`src/rtl/ctrl_api_pkg.sv`:
```
// ---------------------------------------------------------------------------
// ctrl_api_pkg
//   Shared definitions for the LAN control path: AXIS width constants used by
//   lan_local_formatter, lan_from_nb_arbiter and the from_nb switch, plus the
//   arbiter state encoding.
// ---------------------------------------------------------------------------
package ctrl_api_pkg;

    localparam int unsigned AXIS_DATA_W  = 64;
    localparam int unsigned AXIS_KEEP_W  = AXIS_DATA_W / 8;
    localparam int unsigned AXIS_TDEST_W = 8;
    localparam int unsigned AXIS_TUSER_W = 64;   // {dst port, src port, IP}
    localparam int unsigned PKT_CNT_W    = 32;

    typedef enum logic [1:0] {
        IDLE  = 2'd0,
        LOCK0 = 2'd1,
        LOCK1 = 2'd2
    } arb_state_t;

endpackage

```
`src/rtl/lan_from_nb_arbiter_if.sv`:
```
// ---------------------------------------------------------------------------
// lan_from_nb_arbiter_if
//   One AXIS stream (tvalid/tready/tdata/tkeep/tid/tdest/tuser/tlast).
//   master : drives the beat fields and tvalid, receives tready
//   slave  : receives the beat fields and tvalid, drives tready
// ---------------------------------------------------------------------------
interface lan_from_nb_arbiter_if
    import ctrl_api_pkg::*;
#(
    parameter int unsigned DATA_W  = AXIS_DATA_W,
    parameter int unsigned KEEP_W  = AXIS_KEEP_W,
    parameter int unsigned TDEST_W = AXIS_TDEST_W,
    parameter int unsigned TUSER_W = AXIS_TUSER_W
) ();

    logic               tvalid;
    logic               tready;
    logic [DATA_W-1:0]  tdata;
    logic [KEEP_W-1:0]  tkeep;
    logic [TDEST_W-1:0] tid;
    logic [TDEST_W-1:0] tdest;
    logic [TUSER_W-1:0] tuser;
    logic               tlast;

    modport master (
        output tvalid, tdata, tkeep, tid, tdest, tuser, tlast,
        input  tready
    );

    modport slave (
        input  tvalid, tdata, tkeep, tid, tdest, tuser, tlast,
        output tready
    );

endinterface

```
`src/rtl/axis_skid_buffer.sv`:
```
// ---------------------------------------------------------------------------
// axis_skid_buffer
//   2-entry output register stage for a packed AXIS beat. Accepted beats
//   appear on o_valid one cycle later; full throughput while i_ready=1.
//   o_ready comes from a flop, so it never depends on i_ready combinationally.
// Ports
//   i_clk, i_rst_n      clock, async active-low reset
//   i_valid/o_ready     upstream handshake, i_beat upstream beat
//   o_valid/i_ready     downstream handshake, o_beat downstream beat
// ---------------------------------------------------------------------------
module axis_skid_buffer #(
    parameter int unsigned BEAT_W = 8
) (
    input  logic              i_clk,
    input  logic              i_rst_n,
    input  logic              i_valid,
    output logic              o_ready,
    input  logic [BEAT_W-1:0] i_beat,
    output logic              o_valid,
    input  logic              i_ready,
    output logic [BEAT_W-1:0] o_beat
);

    logic [BEAT_W-1:0] ent0_q, ent0_d;
    logic [BEAT_W-1:0] ent1_q, ent1_d;
    logic              wr_ptr_q, wr_ptr_d;
    logic              rd_ptr_q, rd_ptr_d;
    logic [1:0]        cnt_q, cnt_d;
    logic              full_q, full_d;
    logic              push, pop;

    assign o_ready = ~full_q;
    assign o_valid = (cnt_q != 2'd0);
    // The read slot is untouched until popped, so o_beat holds while stalled.
    assign o_beat  = rd_ptr_q ? ent1_q : ent0_q;
    assign push    = i_valid & ~full_q;
    assign pop     = o_valid & i_ready;

    always_comb begin
        ent0_d = ent0_q;
        ent1_d = ent1_q;
        if (push) begin
            if (wr_ptr_q) ent1_d = i_beat;
            else          ent0_d = i_beat;
        end
        wr_ptr_d = wr_ptr_q ^ push;
        rd_ptr_d = rd_ptr_q ^ pop;
        cnt_d    = cnt_q + {1'b0, push} - {1'b0, pop};
        full_d   = (cnt_d == 2'd2);
    end

    always_ff @(posedge i_clk or negedge i_rst_n) begin
        if (!i_rst_n) begin
            ent0_q   <= '0;
            ent1_q   <= '0;
            wr_ptr_q <= 1'b0;
            rd_ptr_q <= 1'b0;
            cnt_q    <= '0;
            full_q   <= 1'b0;
        end else begin
            ent0_q   <= ent0_d;
            ent1_q   <= ent1_d;
            wr_ptr_q <= wr_ptr_d;
            rd_ptr_q <= rd_ptr_d;
            cnt_q    <= cnt_d;
            full_q   <= full_d;
        end
    end

endmodule

```
`src/rtl/lan_from_nb_arbiter.sv`:
```
// ---------------------------------------------------------------------------
// lan_from_nb_arbiter
//   Packet-locked round-robin arbiter sharing the from_nb switch input
//   between s0 (LAN local formatter) and s1 (network-bridge receive path).
//   Output is registered through a 2-entry skid buffer.
// Ports
//   i_clk, i_ap_rst_n   clock, async active-low reset
//   i_src_enable[1:0]   bit n=1: source n may win arbitration (sampled in IDLE)
//   s0, s1              AXIS slave inputs
//   m                   AXIS master output to the from_nb switch
//   o_grant[1:0]        one-hot locked source, 0 when idle
//   o_pkt_cnt0/1        packets forwarded per source (wrapping)
// ---------------------------------------------------------------------------
module lan_from_nb_arbiter
    import ctrl_api_pkg::*;
#(
    parameter int unsigned AXIS_DATA_WIDTH          = ctrl_api_pkg::AXIS_DATA_W,
    parameter int unsigned AXIS_KEEP_WIDTH          = AXIS_DATA_WIDTH / 8,
    parameter int unsigned AXIS_FROM_NB_TDEST_WIDTH = ctrl_api_pkg::AXIS_TDEST_W,
    parameter int unsigned AXIS_FROM_NB_TUSER_WIDTH = ctrl_api_pkg::AXIS_TUSER_W,
    parameter int unsigned PKT_CNT_WIDTH            = ctrl_api_pkg::PKT_CNT_W
) (
    input  logic                     i_clk,
    input  logic                     i_ap_rst_n,
    input  logic [1:0]               i_src_enable,
    lan_from_nb_arbiter_if.slave     s0,
    lan_from_nb_arbiter_if.slave     s1,
    lan_from_nb_arbiter_if.master    m,
    output logic [1:0]               o_grant,
    output logic [PKT_CNT_WIDTH-1:0] o_pkt_cnt0,
    output logic [PKT_CNT_WIDTH-1:0] o_pkt_cnt1
);

    localparam int unsigned BEAT_W = AXIS_DATA_WIDTH + AXIS_KEEP_WIDTH
                                   + 2 * AXIS_FROM_NB_TDEST_WIDTH
                                   + AXIS_FROM_NB_TUSER_WIDTH + 1;
    localparam logic [PKT_CNT_WIDTH-1:0] CNT_ONE = {{(PKT_CNT_WIDTH-1){1'b0}}, 1'b1};

    arb_state_t               state_q, state_d;
    logic                     last_served_q, last_served_d;  // 1: s1 served last
    logic [PKT_CNT_WIDTH-1:0] pkt_cnt0_q, pkt_cnt0_d;
    logic [PKT_CNT_WIDTH-1:0] pkt_cnt1_q, pkt_cnt1_d;

    logic              elig0, elig1;
    logic              s0_ready_c, s1_ready_c;
    logic              sk_in_valid, sk_in_ready, sk_out_valid;
    logic [BEAT_W-1:0] beat0, beat1, sk_in_beat, sk_out_beat;

    assign beat0 = {s0.tdata, s0.tkeep, s0.tid, s0.tdest, s0.tuser, s0.tlast};
    assign beat1 = {s1.tdata, s1.tkeep, s1.tid, s1.tdest, s1.tuser, s1.tlast};
    assign elig0 = s0.tvalid & i_src_enable[0];
    assign elig1 = s1.tvalid & i_src_enable[1];

    always_comb begin
        state_d       = state_q;
        last_served_d = last_served_q;
        pkt_cnt0_d    = pkt_cnt0_q;
        pkt_cnt1_d    = pkt_cnt1_q;
        s0_ready_c    = 1'b0;
        s1_ready_c    = 1'b0;
        sk_in_valid   = 1'b0;
        sk_in_beat    = beat0;
        case (state_q)
            IDLE: begin
                if (elig0 && elig1) state_d = last_served_q ? LOCK0 : LOCK1;
                else if (elig0)     state_d = LOCK0;
                else if (elig1)     state_d = LOCK1;
            end
            LOCK0: begin
                s0_ready_c  = sk_in_ready;
                sk_in_valid = s0.tvalid;
                sk_in_beat  = beat0;
                if (s0.tvalid && sk_in_ready && s0.tlast) begin
                    state_d       = IDLE;
                    last_served_d = 1'b0;
                    pkt_cnt0_d    = pkt_cnt0_q + CNT_ONE;
                end
            end
            LOCK1: begin
                s1_ready_c  = sk_in_ready;
                sk_in_valid = s1.tvalid;
                sk_in_beat  = beat1;
                if (s1.tvalid && sk_in_ready && s1.tlast) begin
                    state_d       = IDLE;
                    last_served_d = 1'b1;
                    pkt_cnt1_d    = pkt_cnt1_q + CNT_ONE;
                end
            end
            default: state_d = IDLE;
        endcase
    end

    always_ff @(posedge i_clk or negedge i_ap_rst_n) begin
        if (!i_ap_rst_n) begin
            state_q       <= IDLE;
            last_served_q <= 1'b1;
            pkt_cnt0_q    <= '0;
            pkt_cnt1_q    <= '0;
        end else begin
            state_q       <= state_d;
            last_served_q <= last_served_d;
            pkt_cnt0_q    <= pkt_cnt0_d;
            pkt_cnt1_q    <= pkt_cnt1_d;
        end
    end

    axis_skid_buffer #(
        .BEAT_W (BEAT_W)
    ) u_skid (
        .i_clk   (i_clk),
        .i_rst_n (i_ap_rst_n),
        .i_valid (sk_in_valid),
        .o_ready (sk_in_ready),
        .i_beat  (sk_in_beat),
        .o_valid (sk_out_valid),
        .i_ready (m.tready),
        .o_beat  (sk_out_beat)
    );

    assign s0.tready  = s0_ready_c;
    assign s1.tready  = s1_ready_c;
    assign m.tvalid   = sk_out_valid;
    assign {m.tdata, m.tkeep, m.tid, m.tdest, m.tuser, m.tlast} = sk_out_beat;
    assign o_grant    = {state_q == LOCK1, state_q == LOCK0};
    assign o_pkt_cnt0 = pkt_cnt0_q;
    assign o_pkt_cnt1 = pkt_cnt1_q;

endmodule

```
`src/flat_wrapper.sv`:
```
// flat-port wrapper written by rule: the top's interface ports become plain ports
module lan_from_nb_arbiter_flat import ctrl_api_pkg::*;
#(
    parameter int unsigned AXIS_DATA_WIDTH          = ctrl_api_pkg::AXIS_DATA_W,
    parameter int unsigned AXIS_KEEP_WIDTH          = AXIS_DATA_WIDTH / 8,
    parameter int unsigned AXIS_FROM_NB_TDEST_WIDTH = ctrl_api_pkg::AXIS_TDEST_W,
    parameter int unsigned AXIS_FROM_NB_TUSER_WIDTH = ctrl_api_pkg::AXIS_TUSER_W,
    parameter int unsigned PKT_CNT_WIDTH            = ctrl_api_pkg::PKT_CNT_W
)
  (i_clk, i_ap_rst_n, i_src_enable, o_grant, o_pkt_cnt0, o_pkt_cnt1, s0_tvalid, s0_tdata, s0_tkeep, s0_tid, s0_tdest, s0_tuser, s0_tlast, s0_tready, s1_tvalid, s1_tdata, s1_tkeep, s1_tid, s1_tdest, s1_tuser, s1_tlast, s1_tready, m_tvalid, m_tdata, m_tkeep, m_tid, m_tdest, m_tuser, m_tlast, m_tready);
  lan_from_nb_arbiter_if s0_i ();
  lan_from_nb_arbiter_if s1_i ();
  lan_from_nb_arbiter_if m_i ();
  input  logic i_clk;
  input  logic i_ap_rst_n;
  input  logic [1:0] i_src_enable;
  output logic [1:0] o_grant;
  output logic [PKT_CNT_WIDTH-1:0] o_pkt_cnt0;
  output logic [PKT_CNT_WIDTH-1:0] o_pkt_cnt1;
  input wire logic [$bits(s0_i.tvalid)-1:0] s0_tvalid;
  input wire logic [$bits(s0_i.tdata)-1:0] s0_tdata;
  input wire logic [$bits(s0_i.tkeep)-1:0] s0_tkeep;
  input wire logic [$bits(s0_i.tid)-1:0] s0_tid;
  input wire logic [$bits(s0_i.tdest)-1:0] s0_tdest;
  input wire logic [$bits(s0_i.tuser)-1:0] s0_tuser;
  input wire logic [$bits(s0_i.tlast)-1:0] s0_tlast;
  output wire logic [$bits(s0_i.tready)-1:0] s0_tready;
  input wire logic [$bits(s1_i.tvalid)-1:0] s1_tvalid;
  input wire logic [$bits(s1_i.tdata)-1:0] s1_tdata;
  input wire logic [$bits(s1_i.tkeep)-1:0] s1_tkeep;
  input wire logic [$bits(s1_i.tid)-1:0] s1_tid;
  input wire logic [$bits(s1_i.tdest)-1:0] s1_tdest;
  input wire logic [$bits(s1_i.tuser)-1:0] s1_tuser;
  input wire logic [$bits(s1_i.tlast)-1:0] s1_tlast;
  output wire logic [$bits(s1_i.tready)-1:0] s1_tready;
  output wire logic [$bits(m_i.tvalid)-1:0] m_tvalid;
  output wire logic [$bits(m_i.tdata)-1:0] m_tdata;
  output wire logic [$bits(m_i.tkeep)-1:0] m_tkeep;
  output wire logic [$bits(m_i.tid)-1:0] m_tid;
  output wire logic [$bits(m_i.tdest)-1:0] m_tdest;
  output wire logic [$bits(m_i.tuser)-1:0] m_tuser;
  output wire logic [$bits(m_i.tlast)-1:0] m_tlast;
  input wire logic [$bits(m_i.tready)-1:0] m_tready;
  assign s0_i.tvalid = s0_tvalid;
  assign s0_i.tdata = s0_tdata;
  assign s0_i.tkeep = s0_tkeep;
  assign s0_i.tid = s0_tid;
  assign s0_i.tdest = s0_tdest;
  assign s0_i.tuser = s0_tuser;
  assign s0_i.tlast = s0_tlast;
  assign s0_tready = s0_i.tready;
  assign s1_i.tvalid = s1_tvalid;
  assign s1_i.tdata = s1_tdata;
  assign s1_i.tkeep = s1_tkeep;
  assign s1_i.tid = s1_tid;
  assign s1_i.tdest = s1_tdest;
  assign s1_i.tuser = s1_tuser;
  assign s1_i.tlast = s1_tlast;
  assign s1_tready = s1_i.tready;
  assign m_tvalid = m_i.tvalid;
  assign m_tdata = m_i.tdata;
  assign m_tkeep = m_i.tkeep;
  assign m_tid = m_i.tid;
  assign m_tdest = m_i.tdest;
  assign m_tuser = m_i.tuser;
  assign m_tlast = m_i.tlast;
  assign m_i.tready = m_tready;
  lan_from_nb_arbiter #(.AXIS_DATA_WIDTH(AXIS_DATA_WIDTH), .AXIS_KEEP_WIDTH(AXIS_KEEP_WIDTH), .AXIS_FROM_NB_TDEST_WIDTH(AXIS_FROM_NB_TDEST_WIDTH), .AXIS_FROM_NB_TUSER_WIDTH(AXIS_FROM_NB_TUSER_WIDTH), .PKT_CNT_WIDTH(PKT_CNT_WIDTH)) u_core (.i_clk(i_clk), .i_ap_rst_n(i_ap_rst_n), .i_src_enable(i_src_enable), .s0(s0_i), .s1(s1_i), .m(m_i), .o_grant(o_grant), .o_pkt_cnt0(o_pkt_cnt0), .o_pkt_cnt1(o_pkt_cnt1));
endmodule
```
`config.mk`:
```
export PLATFORM = sky130hd
export DESIGN_NAME = lan_from_nb_arbiter_flat
export DESIGN_NICKNAME = d
export VERILOG_FILES = /design/src/rtl/ctrl_api_pkg.sv /design/src/rtl/lan_from_nb_arbiter_if.sv /design/src/rtl/axis_skid_buffer.sv /design/src/rtl/lan_from_nb_arbiter.sv /design/src/flat_wrapper.sv
export SDC_FILE = /design/constraint.sdc
export NUM_CORES = 1
export LEC_CHECK = 0
export CORE_AREA = 2 2 206 208
export DETAILED_ROUTE_END_ITERATION = 10
export DIE_AREA = 0 0 208 210
export PLACE_DENSITY = 0.79
export SETUP_SLACK_MARGIN = 0.1
export SYNTH_ARGS = -nofsm -noshare
export SYNTH_HDL_FRONTEND = slang
export SYNTH_SLANG_ARGS = --single-unit
```
`constraint.sdc`:
```
create_clock -name i_clk -period 3.2 [get_ports i_clk]
set_input_delay 0.48 -clock i_clk [delete_from_list [all_inputs] [get_ports i_clk]]
set_output_delay 0.48 -clock i_clk [all_outputs]
set_load 0.01 [all_outputs]
```
==> impl_metrics.csv, run 1 <==
group,metric,value,unit
place,place_area,0.02361,mm^2
global_routing,grt_pass1_wl,80490,um
worst_setup_path,critPathRequiredTime,2.72,ns
yosys,synth_top_area_share,53.76,%
clock_network,clkLatencyLatePin,0.55,ns
floorplan,start_util,42.31,%
timing,setup_tns,0,ns
floorplan,dieWidth,208,um
clock_network,cts-root-buf,"clkbuf_16",
worst_setup_path,cp.arrival,2.48,ns
pwr,ir_drop,0.6733,mV
worst_setup_path,crit_path_max_incr_delay,0.69,ns
clock_network,clk_pin_slew,0.06,ns
timing,fin_crit,2.956,ns
yosys,synth_area_leaders,"dfrtp_1, mux2_2, a21oi_1, mux2i_1, nor2_1",
place,pre_cts_slack,0.5857,ns
timing,max_freq,338.2,MHz
cells_and_area,final_common_cell,"clkdlybuf4s50_1",
cells_and_area,layout.nets,2475,
routing,via_per_inst,5.311,
clock_network,numCtsBuffers,42,
floorplan,dieHeight,210,um
timing,rsz0062_at_grt,"no",
worst_setup_path,crit_path_end_kind,"output pin",
worst_setup_path,worstPathCellList,"buf_12 > mux2_2 > clkdlybuf4s50_1",
cells_and_area,diodes,0,
cells_and_area,syn_to_final_growth,43.06,%
yosys,synthCells,1652,
cells_and_area,drive_gt1_share,12.36,%
yosys,syn_avg_cell_area,10.62,um^2
yosys,syn_area,0.01755,mm^2
clock_network,cts.sinks,378,
yosys,synth_top_area_cell,"dfrtp_1",
timing,post-route-period-util,92.39,%
yosys,ys_types,41,
worst_setup_path,critPathLaunchType,"flip-flop",
yosys,synth-seq-cells,378,
routing,drtAntennaViolNets,0,
timing,slew_viol_final,0,
worst_setup_path,cp_slowest_cell,"dfrtp_4",
clock_network,htreeDepth,2,
clock_network,clock_path_buffers,3,
yosys,seq_area_frac_synth,53.91,%
yosys,yosys_warnings,0,
global_routing,grt_pass1_vias,15134,
floorplan,coreArea,0.04148,mm^2
status,outcome,"completed",
place,dp_hpwl,37070,um
timing,fin_worst_skew,0.01534,ns
floorplan,dieArea,0.04368,mm^2
worst_setup_path,crit_type,"reg -> out",
timing,hold_violations,0,
floorplan,rows,75,
cells_and_area,final_area,0.02511,mm^2
clock_network,cts_tree,"built",
worst_hold_path,hp-class,"reg -> reg",
floorplan,ioPinCount,535,
place,portBuffers,534,
global_routing,grt_max_degree,99,
timing,max-slew-margin-rel,56.64,%
flow_run,cap_violations,0,
place,gp_congestion,0.8382,
pwr,p_per_area,968.2,mW/mm^2
timing,worstMarginPinSlew,0.6505,ns
global_routing,grt_usage,23.08,%
yosys,syn_nets,1974,
timing,setup-violations-final,0,
routing,drcViolationCount,0,
routing,drt-total-wl,51170,um
routing,drt_iter0_markers,831,
routing,drt_pre_antenna_iters,5,
routing,routedWlPerCell,18.79,um
pwr,leakage,10.45,nW
global_routing,overflow,0,
clock_network,post_cts_resize_count,0,
timing,setup_slack,0.2435,ns
pwr,power,24.31,mW
global_routing,antenna_found_initial,1,
cells_and_area,mostFrequentLayoutCells,"clkdlybuf4s50_1, dfrtp_1, nor2_1",
worst_setup_path,crit_fanout,37,
routing,vias,14463,
## flip-flops by register name, summed over array words and instances, names as in the netlist
signal,flops
u_core.u_skid.full_q,1
u_core.u_skid.ent0_q,153
u_core.state_q,2
u_core.u_skid.ent1_q,153
u_core.o_pkt_cnt0,32
u_core.o_pkt_cnt1,32
u_core.u_skid.cnt_q,2
u_core.u_skid.wr_ptr_q,1
u_core.last_served_q,1
u_core.u_skid.rd_ptr_q,1
## what timing repair did
| action | CTS | global route |
|---|---|---|
| hold buffers | 1 | 0 |
| endpoints found under the setup margin | 22 | 0 |
| buffers inserted | 1 | 0 |
| endpoints found under the hold margin | 68 | 0 |
## power by group
part | total (mW) | internal [mW] | switching, mW | leakage (nW)
Combinational | 11.2 | 6.09 | 5.13 | 5.18
Sequential | 8.07 | 6.87 | 1.19 | 4.55
Clock | 5.03 | 3.09 | 1.94 | 0.717
Total | 24.3 | 16.1 | 8.26 | 10.4
## synthesized netlist by cell type
cell	count
ha_1	9
nand4_1	18
a22o_1	1
mux2i_1	153
buf_2	27
o32ai_1	1
o21a_1	1
nor3_1	15
and4b_1	2
dfrtp_1	377
buf_4	2
nor4_4	1
nor2_1	314
or2_2	1
buf_1	1
inv_1	13
nor4_1	13
buf_6	1
mux2_2	155
a221oi_1	1
nand4_2	1
a21oi_1	306
nand3_1	15
and3_1	8
nor3_2	2
and4_1	11
dfstp_2	1
clkbuf_2	1
o2bb2ai_1	1
nand4_4	2
xor2_1	32
nand2_1	41
nand4b_1	1
or4_4	1
nand3_2	1
clkbuf_1	79
xnor2_1	33
a21boi_0	1
nor2b_1	3
o21bai_1	1
and2_1	5
## area by class of cell
| cell class | count | area [um^2] |
|---|---|---|
| Clock buffer | 62 | 1280 |
| Clock inverter | 13 | 175.2 |
| Fill cell | 3319 | 16370 |
| Inverter | 13 | 48.80 |
| Multi-Input combinational cell | 1150 | 7611 |
| Sequential cell | 378 | 9464 |
| Tap cell | 539 | 674.4 |
| Timing Repair Buffer | 568 | 5853 |
## critical path: cells and delay by family, from the launching register on
kind / cells / cell delay [ns]
mux: 1 / 0.37
buf+inv: 2 / 0.84
flops: 1 / 0.69
## through the flow
stage	cells	utilization (%)	hold slack (ns)
floorplan	1652	-	0.1844
global placement	2646	56.93	0.4583
detailed placement	2646	56.93	0.4610
CTS	2723	60.53	0.4683
global route	2723	60.53	0.5044
finish	2723	60.53	0.4689
## routing by layer
metal	wire, um	global-route usage, %
met5	13	0
met4	1967	9.807
met3	3341	5.200
met2	26090	41.07
met1	19750	26.83
## kinds of logic (layout without fill, tap and decap cells)
group / Yosys count / count (layout) / share of synthesized area, %
DFF: 378 / 378 / 53.91
and+or+nand+nor: 455 / 455 / 11.54
xor gates and xnor gates: 65 / 65 / 3.244
muxes: 308 / 308 / 18.67
AOI/OAI and AO/OA: 313 / 313 / 9.055
buffers and inverters: 124 / 656 / 2.937
adders and majority gates: 9 / 9 / 0.6417
## final timing paths
kind                                                  end                    from  cells past startpoint  slack (ns)
worst max-delay path                           m_tuser[0]  u_core.u_skid.rd_ptr_q                      3        0.24
worst min-delay path                u_core.o_pkt_cnt0[31]   u_core.o_pkt_cnt0[31]                      1        0.47
worst max register to register  u_core.u_skid.ent1_q[139]       u_core.state_q[0]                     10        0.63
worst min register to register      u_core.o_pkt_cnt0[31]   u_core.o_pkt_cnt0[31]                      1        0.47
max in group asynchronous       u_core.u_skid.ent1_q[121]              i_ap_rst_n                      4        1.70
min in group asynchronous        u_core.u_skid.ent1_q[35]              i_ap_rst_n                      2        0.51
(Power assumes the default switching activity.)
==> run 2, diff against run 1 <==
--- a/config.mk
+++ b/config.mk
@@ -8,6 +8,7 @@
 export CORE_AREA = 2 2 206 208
 export DETAILED_ROUTE_END_ITERATION = 10
 export DIE_AREA = 0 0 208 210
+export GPL_ROUTABILITY_DRIVEN = 0
 export PLACE_DENSITY = 0.79
 export SETUP_SLACK_MARGIN = 0.1
 export SYNTH_ARGS = -nofsm -noshare
==> constraint.sdc (replaced) <==
create_clock -name i_clk -period 3.2 [get_ports i_clk]
set_input_delay 0.32 -clock i_clk [delete_from_list [all_inputs] [get_ports i_clk]]
set_output_delay 0.32 -clock i_clk [all_outputs]
set_load 0.01 [all_outputs]
==> run 2 against run 1 <==
Via count fell by 0.97%. Maximum frequency is 0.86% higher. Clock skew fell by 0.0025 ns. Wire length is 0.96% lower. Critical path depth is the same. Utilization down 0.40 points. Largest power group unchanged.
==> impl_metrics.csv, run 2 (synthesis results as in run 1) <==
group,metric,value,unit
timing,setup-violations-final,0,
timing,fin_worst_skew,0.01287,ns
floorplan,coreArea,0.04148,mm^2
worst_setup_path,timing.rr.end,"u_core.u_skid.ent1_q[118]",
floorplan,start_util,42.31,%
cells_and_area,final_area,0.02494,mm^2
global_routing,grt_pass1_wl,79860,um
flow_run,cap_violations,0,
timing,setup_tns,0,ns
routing,routedWlPerCell,18.67,um
routing,drt_iter0_markers,847,
routing,drtAntennaViolNets,0,
place,portBuffers,534,
timing,rsz0062_at_grt,"no",
worst_setup_path,ff2ff_path_depth,10,
floorplan,dieHeight,210,um
clock_network,clock_path_buffers,3,
global_routing,met2_usage,40.62,%
worst_setup_path,critPathLaunchType,"flip-flop",
global_routing,grtUsageMet1,26.94,%
global_routing,grt_pass1_vias,14950,
timing,hold_violations,0,
timing,hold_ws,0.4282,ns
routing,via_per_inst,5.275,
pwr,power,24.00,mW
place,place_area,0.02350,mm^2
cells_and_area,layout.nets,2467,
worst_setup_path,crit_path_max_incr_delay,0.70,ns
clock_network,htreeDepth,2,
clock_network,numCtsBuffers,43,
timing,slew_viol_final,0,
worst_setup_path,rrSetupSlack,0.67,ns
floorplan,rows,75,
global_routing,grt_usage,22.82,%
worst_setup_path,cp_slowest_cell,"dfrtp_4",
cells_and_area,multi_input_area,0.007611,mm^2
place,dp_hpwl,36880,um
status,outcome,"completed",
cells_and_area,fin_util,60.13,%
worst_setup_path,crit_path_end_kind,"output pin",
floorplan,dieArea,0.04368,mm^2
routing,drcViolationCount,0,
clock_network,clkLatencyLatePin,0.55,ns
worst_setup_path,cp.arrival,2.61,ns
cells_and_area,final_common_cell,"clkdlybuf4s50_1",
routing,drt-total-wl,50680,um
worst_setup_path,critPathRequiredTime,2.88,ns
worst_setup_path,crit_fanout,59,
worst_setup_path,r2r_start,"u_core.state_q[1]",
floorplan,ioPinCount,535,
clock_network,cts_tree,"built",
global_routing,gr-usage-met3,4.574,%
floorplan,dieWidth,208,um
cells_and_area,mostFrequentLayoutCells,"clkdlybuf4s50_1, dfrtp_1, nor2_1",
timing,post-route-period-util,91.60,%
worst_hold_path,hp-class,"in -> async",
global_routing,antenna_found_initial,1,
cells_and_area,syn_to_final_growth,42.11,%
timing,fin_crit,2.931,ns
timing,max-slew-margin-rel,44.93,%
worst_setup_path,crit_buf_inv,2,
clock_network,post_cts_resize_count,0,
pwr,leakage,10.36,nW
global_routing,grt_max_degree,108,
pwr,ir_drop,0.6002,mV
timing,worstMarginPinSlew,0.8261,ns
timing,max_freq,341.2,MHz
clock_network,clk_pin_slew,0.06,ns
worst_setup_path,worstPathCellList,"buf_12 > mux2_2 > clkdlybuf4s50_1",
routing,drt_pre_antenna_iters,5,
global_routing,overflow,0,
global_routing,grt.busiest_layer,"met2",
clock_network,cts-root-buf,"clkbuf_16",
pwr,p_per_area,962.2,mW/mm^2
worst_setup_path,crit_type,"reg -> out",
cells_and_area,seq_area,0.009464,mm^2
routing,vias,14322,
clock_network,cts.sinks,378,
worst_setup_path,critical_path.top_delay_family,"buffers and inverters",
cells_and_area,fill_cells,3310,
cells_and_area,top_regs,"u_core.u_skid.ent0_q x153, u_core.u_skid.ent1_q x153",
cells_and_area,drive_gt1_share,12.09,%
run 2: changes by cell type in the layout (fill, tap and decap cells not counted):
| cell | delta |
|---|---|
| clkinv_4 | -2 |
| clkbuf_8 | +2 |
| buf_4 | -4 |
| buf_16 | -1 |
| clkbuf_1 | -2 |
| clkinvlp_4 | +1 |
| buf_12 | -4 |
| bufinv_16 | -2 |
| clkinv_2 | +2 |
| diode_2 | +1 |
| inv_6 | +1 |
run 2: cell type report:
type | count | area share (%)
repair buffers | 559 | 22.92
flip-flops and latches | 378 | 37.95
multi-input cells | 1150 | 30.52
inverters | 13 | 0.1957
well taps | 539 | 2.704
diodes | 1 | 0.01003
clock inverters | 13 | 0.4967
clock buffers | 62 | 5.212
run 2: per-layer routing:
layer  part of all wire (%)  up-vias
li1                       -     6711
met1                     39     7020
met2                     51      488
met3                    5.7      103
met4                    3.8        0
met5                      0        -
run 2: worst max-delay path by stage:
stage | startpoint | endpoint | slack [ns] | cells after the start
finish | u_core.u_skid.rd_ptr_q | m_tuser[4] | 0.27 | 3
global route | u_core.u_skid.rd_ptr_q | m_tuser[61] | 0.19 | 3
CTS | u_core.u_skid.rd_ptr_q | m_tuser[61] | 0.24 | 3
detailed placement | u_core.state_q[1] | u_core.u_skid.ent0_q[55] | 0.67 | 10
global placement | u_core.state_q[1] | u_core.u_skid.ent0_q[33] | 0.75 | 10
floorplan | u_core.state_q[0] | u_core.u_skid.ent0_q[47] | 0.63 | 13
run 2: per-stage QoR:
step                      worst slack [ns]  instances
after global routing                0.1926       2715
final                               0.2689       2715
after detailed placement            0.6744       2638
after floorplan                     0.6304       1652
after CTS                           0.2439       2714
after global placement              0.7540       2638
run 2: timing repair:
action | 4_1_cts | 5_1_grt
endpoints found under the setup margin | 0 | 0
setup buffers | 0 | 0
hold buffers | 1 | 0
hold endpoints to repair | 89 | 0
run 2: power by group:
group	internal (mW)	total (mW)	switching (mW)
combinational	5.98	11.0	5.03
clock	2.97	4.87	1.90
sequential	6.88	8.12	1.25
==> run 3, diff against run 2 <==
--- a/config.mk
+++ b/config.mk
@@ -5,6 +5,7 @@
 export SDC_FILE = /design/constraint.sdc
 export NUM_CORES = 1
 export LEC_CHECK = 0
+export ABC_AREA = 0
 export CORE_AREA = 2 2 206 208
 export DETAILED_ROUTE_END_ITERATION = 10
 export DIE_AREA = 0 0 208 210
==> results of run 3 <==
No change in the layout: final DEF, timing and power equal those of run 2.
